File: src/rtl/sm_sequencer.sv
// -----------------------------------------------------------------------------
// sm_sequencer
//   Store-Multiple engine. On start, the register mask is walked from R0 up to
//   R(NREG-1). For every set bit i, Ri is read from the register file and
//   written to data memory at consecutive word addresses beginning at
//   base_addr. The core stalls while busy is high.
//
// Ports
//   clock        rising-edge clock
//   reset        synchronous, active-high reset (aborts a running sequence)
//   start        one-cycle request, sampled only in IDLE
//   imm_field    register mask, bit i set = store Ri
//   base_addr    first memory word address, sampled with start
//   rf_rd_addr   register-file read index
//   rf_rd_data   combinational register-file read data for rf_rd_addr
//   mem_addr     memory write address
//   mem_wr_data  memory write data (pass-through of rf_rd_data)
//   mem_wr_en    write request, held until mem_ready accepts it
//   mem_ready    memory accepts on an edge with mem_wr_en=1 and mem_ready=1
//   busy         high in every state except IDLE
//   done         one-cycle pulse when the sequence completes
//   store_count  registers stored by the last/current sequence
// -----------------------------------------------------------------------------
module sm_sequencer #(
    parameter int DATA_W = 16,
    parameter int ADDR_W = 16,
    parameter int NREG   = 8
) (
    input  logic                        clock,
    input  logic                        reset,
    input  logic                        start,
    input  logic [NREG-1:0]             imm_field,
    input  logic [ADDR_W-1:0]           base_addr,
    output logic [$clog2(NREG)-1:0]     rf_rd_addr,
    input  logic [DATA_W-1:0]           rf_rd_data,
    output logic [ADDR_W-1:0]           mem_addr,
    output logic [DATA_W-1:0]           mem_wr_data,
    output logic                        mem_wr_en,
    input  logic                        mem_ready,
    output logic                        busy,
    output logic                        done,
    output logic [$clog2(NREG+1)-1:0]   store_count
);

    localparam int IDX_W = $clog2(NREG);
    localparam int CNT_W = $clog2(NREG + 1);

    typedef enum logic [1:0] {
        IDLE  = 2'd0,
        SCAN  = 2'd1,
        WRITE = 2'd2,
        DONE  = 2'd3
    } state_t;

    state_t             state_reg, state_next;
    logic [NREG-1:0]    mask_reg, mask_next;
    logic [ADDR_W-1:0]  addr_reg, addr_next;
    logic [IDX_W-1:0]   cur_idx_reg, cur_idx_next;
    logic [CNT_W-1:0]   count_reg, count_next;

    // Isolate the lowest set bit of the remaining mask: bit gi survives only
    // if no lower bit is set.
    logic [NREG-1:0]    low_onehot;
    logic [IDX_W-1:0]   low_idx;

    generate
        for (genvar gi = 0; gi < NREG; gi++) begin : g_low
            if (gi == 0) begin : g_first
                assign low_onehot[gi] = mask_reg[gi];
            end else begin : g_rest
                assign low_onehot[gi] = mask_reg[gi] & ~(|mask_reg[gi-1:0]);
            end
        end
    endgenerate

    always_comb begin
        low_idx = '0;
        for (int i = 0; i < NREG; i++) begin
            if (low_onehot[i]) begin
                low_idx = IDX_W'(i);
            end
        end
    end

    always_ff @(posedge clock) begin
        if (reset) begin
            state_reg   <= IDLE;
            mask_reg    <= '0;
            addr_reg    <= '0;
            cur_idx_reg <= '0;
            count_reg   <= '0;
        end else begin
            state_reg   <= state_next;
            mask_reg    <= mask_next;
            addr_reg    <= addr_next;
            cur_idx_reg <= cur_idx_next;
            count_reg   <= count_next;
        end
    end

    always_comb begin
        state_next   = state_reg;
        mask_next    = mask_reg;
        addr_next    = addr_reg;
        cur_idx_next = cur_idx_reg;
        count_next   = count_reg;
        case (state_reg)
            IDLE: begin
                if (start) begin
                    mask_next  = imm_field;
                    addr_next  = base_addr;
                    count_next = '0;
                    state_next = (imm_field != '0) ? SCAN : DONE;
                end
            end
            SCAN: begin
                cur_idx_next = low_idx;
                mask_next    = mask_reg & ~low_onehot;
                state_next   = WRITE;
            end
            WRITE: begin
                if (mem_ready) begin
                    // Address wraps naturally modulo 2^ADDR_W.
                    addr_next  = addr_reg + ADDR_W'(1);
                    count_next = count_reg + CNT_W'(1);
                    state_next = (mask_reg == '0) ? DONE : SCAN;
                end
            end
            DONE: begin
                state_next = IDLE;
            end
            default: begin
                state_next = IDLE;
            end
        endcase
    end

    // The write request is masked by reset so that the memory never sees an
    // acceptance on the edge that aborts a sequence.
    assign mem_wr_en   = (state_reg == WRITE) && !reset;
    assign rf_rd_addr  = cur_idx_reg;
    assign mem_addr    = addr_reg;
    assign mem_wr_data = rf_rd_data;
    assign busy        = (state_reg != IDLE);
    assign done        = (state_reg == DONE);
    assign store_count = count_reg;

endmodule

File: config.mk
export PLATFORM = sky130hd
export DESIGN_NAME = sm_sequencer
export DESIGN_NICKNAME = d
export VERILOG_FILES = /design/src/rtl/sm_sequencer.sv
export SDC_FILE = /design/constraint.sdc
export NUM_CORES = 1
export LEC_CHECK = 0
export CORE_MARGIN = 1
export CORE_UTILIZATION = 38
export CTS_BUF_LIST = sky130_fd_sc_hd__clkbuf_4 sky130_fd_sc_hd__clkbuf_8 sky130_fd_sc_hd__clkbuf_16
export DETAILED_ROUTE_END_ITERATION = 10
export MAX_ROUTING_LAYER = met4
export PLACE_DENSITY_LB_ADDON = 0.2
export RECOVER_POWER = 100
export SLEW_MARGIN = 20
export SYNTH_ARGS = -nofsm -noshare
export SYNTH_HDL_FRONTEND = slang
export SYNTH_SLANG_ARGS = --single-unit
export TNS_END_PERCENT = 50
File: constraint.sdc
create_clock -name clock -period 1.64 [get_ports clock]
set_input_delay 0.328 -clock clock [delete_from_list [all_inputs] [get_ports clock]]
set_output_delay 0.328 -clock clock [all_outputs]
set_load 0.02 [all_outputs]
==> results of run 1 <==
-- cell families after synthesis --
logic type | count (synthesis) | synth area share, %
adder cells (fa/ha/maj) | 2 | 1.24
multiplexers | 2 | 1.06
flip-flops | 33 | 32.8
XOR/XNOR | 2 | 0.870
AO/OA/AOI/OAI | 75 | 24.1
AND/OR/NAND/NOR | 105 | 28.8
buffers and inverters | 41 | 11.1
-- routing by layer --
metal | part of all wire [%] | routed length, microns | GRT usage (%) | up-vias
met1 | 47 | 2720 | 28.0 | 1010
li1 | - | - | - | 1080
met2 | 47 | 2760 | 35.2 | 68
met4 | 0.94 | 55 | 6.29 | 0
met5 | 0 | 0 | - | -
met3 | 4.9 | 286 | 3.88 | 7
-- how the worst min path moves through the flow --
stage,startpoint,endpoint
global route,rf_rd_addr[1]$_SDFFE_PP0P_,rf_rd_addr[1]$_SDFFE_PP0P_
detailed placement,rf_rd_addr[1]$_SDFFE_PP0P_,rf_rd_addr[1]$_SDFFE_PP0P_
CTS,rf_rd_addr[1]$_SDFFE_PP0P_,rf_rd_addr[1]$_SDFFE_PP0P_
global placement,rf_rd_addr[1]$_SDFFE_PP0P_,rf_rd_addr[1]$_SDFFE_PP0P_
finish,rf_rd_addr[1]$_SDFFE_PP0P_,rf_rd_addr[1]$_SDFFE_PP0P_
floorplan,imm_field[6],mask_reg[6]$_SDFFE_PP0P_
-- worst max-delay path, stage by stage (launching register included) --
cell	delay, ns
dfxtp_2	0.32
or4_4	0.53
or4_4	0.43
o211ai_1	0.17
a21oi_1	0.08
-- area by class of cell --
cell class              instances  area [sq um]  share of cell area, %
flip-flops and latches         33           696                   24.3
inverters                       9          33.8                   1.18
repair buffers                 93           796                   27.8
clock buffers                   7          96.3                   3.36
clock inverters                 1          5.00                  0.175
multi-input cells             186          1150                   40.2
well taps                      70          87.6                   3.06
-- through the flow --
stage               area [sq um]  std cells  total power, W
floorplan                   2060        260         0.00139
global placement            2790        390         0.00169
detailed placement          2790        390         0.00170
CTS                         2880        398         0.00238
global route                2870        399         0.00249
finish                      2870        399         0.00236
-- what timing repair did --
item,in CTS,in global routing
setup endpoints to repair,17,14
setup buffers,0,1
pin swaps,3,1
gates resized for setup,17,12
-- power groups by stage --
stage / logic [W] / clock network [W] / registers (W)
after global routing: 0.000784 / 0.000745 / 0.000960
after CTS: 0.000719 / 0.000708 / 0.000950
after floorplan: 0.000352 / 0 / 0.00104
final: 0.000717 / 0.000689 / 0.000950
after detailed placement: 0.000735 / 0 / 0.000968
after global placement: 0.000726 / 0 / 0.000966
-- synthesized netlist by cell type, types with 2 or more instances --
cell,count,share of area [%]
nor3_1,8,2.0
a311oi_1,2,0.87
nand3_1,10,2.5
nand4_1,5,1.6
o31ai_1,3,1.1
nand2_1,24,4.5
o32ai_1,2,0.87
nand2b_1,7,2.2
or2_2,2,0.62
nor2_1,18,3.4
o221ai_1,2,0.87
buf_4,18,6.7
or4_1,3,1.1
xnor2_1,2,0.87
nor4b_1,2,0.87
o22ai_1,2,0.62
nor3b_1,3,1.1
nor4_1,7,2.2
o311ai_0,2,0.87
o21ai_0,11,2.7
a21o_1,3,1.1
o211ai_1,5,1.9
a211oi_1,8,3.0
nor2b_1,4,1.2
inv_1,9,1.7
a31oi_1,3,0.93
and2_1,2,0.62
clkbuf_1,13,2.4
a21oi_1,25,6.2
ha_1,2,1.2
dfxtp_1,33,33
==> flow_summary.json, run 1 <==
{
  "status": "complete, but fails checks",
  "violations": "setup timing",
  "antenna_found_initial": 0,
  "syn_to_final_growth_pct": 42.3,
  "cts_root_buf": "clkbuf_8",
  "power_switching_w": 0.000751,
  "synth_ff_type": "dfxtp_1",
  "holdBufCountCts": 0,
  "finalCritPeriodShare_pct": 101,
  "tightestPinTransition_ns": 0.405,
  "num-fill-cells": 501,
  "viasPerCell": 5.43,
  "end_kind": "flop",
  "r2r_slack_ns": -0.01,
  "swShare_pct": 31.9,
  "seq_power_share_pct": 40.3,
  "combPwrFrac_pct": 30.4,
  "crit_path_start": "mask_reg[2]$_SDFFE_PP0P_",
  "ant_nets": 0,
  "drc": 0,
  "core_area_sq_um": 5110,
  "hp-class": "flop to flop",
  "place_ws_ns": -0.279,
  "yosys_warnings": 0,
  "synthCells": 260,
  "crit_path_start_kind": "flop",
  "cp_data_arrival_time_ns": 1.82,
  "period_needed_ns": 1.65,
  "die_area_sq_um": 5590,
  "grt_use_total_pct": 21.9,
  "start_util_pct": 39.4,
  "dp_hpwl_microns": 4270,
  "placementRows": 26,
  "insertion_delay_ns": 0.28,
  "max-vdd-ir-drop_v": 0.000488,
  "die_w_microns": 74.8,
  "vias": 2165,
  "r2r_cells": 4,
  "ios": 86,
  "largest_reg_flops": 16,
  "routedWlPerCell_microns": 14.6,
  "io_buffers": 53,
  "netlist_area_sq_um": 2010,
  "grt_max_degree": 34,
  "maxCapViolCount": 0,
  "totalWireLength_microns": 5820,
  "syn_nets": 306,
  "rsz0062_at_grt": "true",
  "tritoncts": "yes",
  "fin_setup_tns_ns": -0.0143,
  "holdWs_ns": 0.467,
  "cp-endpoint": "mask_reg[7]$_SDFFE_PP0P_",
  "maxSlewHeadroom_pct": 72.7,
  "synth_seq_cells": 33,
  "layout_common_cells": "35 x buf_4, 34 x clkdlybuf4s50_1, 25 x a21oi_1",
  "r2r-start": "mask_reg[2]$_SDFFE_PP0P_",
  "htree_levels": 2,
  "diodes": 0,
  "synth-edff-count": 0,
  "firstDrtPassIters": 4,
  "fmax_mhz": 604,
  "clk_pin_slew_ns": 0.07,
  "intPower_w": 0.00161,
  "async_flop_share_pct": 0,
  "cts_sinks": 33,
  "layout_commonest_cell": "buf_4",
  "p_per_area_nw_per_um2": 822,
  "path_class": "flop to flop",
  "layout_setup_ws_ns": -0.0143,
  "crit_required_ns": 1.80,
  "yosysUniqueCellTypes": 51,
  "report.final.slew_viol_count": 0,
  "holdPathStages": 2,
  "die_y_microns": 74.8,
  "postSynthAreaPerCell_sq_um": 7.74,
  "grt_first_pass_wirelength_microns": 9110,
  "grt_pass1_vias": 1942,
  "clk_path_buf_depth": 2,
  "place.gp.congestion": 0.799,
  "drt_iter0_markers": 111,
  "grt_overflow_total": 0,
  "power_frac_clock_pct": 29.2,
  "drive_gt1_share_pct": 21.6,
  "p_leak_nw": 1.12,
  "critPathMaxFanout": 2,
  "hold_viol": 0,
  "ys_seq_area_share_pct": 32.8,
  "numCtsBuffers": 5,
  "clock_skew_ns": 0.00348,
  "fin_util_pct": 56.1,
  "fin_nets": 374,
  "setup_viol": 1,
  "r2r_end": "mask_reg[7]$_SDFFE_PP0P_"
}
No activity file was read; power rests on OpenSTA's default activity.
==> inputs of run 2 (changes only) <==
--- a/config.mk
+++ b/config.mk
@@ -9,6 +9,7 @@
 export CORE_UTILIZATION = 38
 export CTS_BUF_LIST = sky130_fd_sc_hd__clkbuf_4 sky130_fd_sc_hd__clkbuf_8 sky130_fd_sc_hd__clkbuf_16
 export DETAILED_ROUTE_END_ITERATION = 10
+export GPL_ROUTABILITY_DRIVEN = 0
 export MAX_ROUTING_LAYER = met4
 export PLACE_DENSITY_LB_ADDON = 0.2
 export RECOVER_POWER = 100
==> results of run 2 <==
Same layout as run 1: the final DEF is identical, and so are final timing and power.
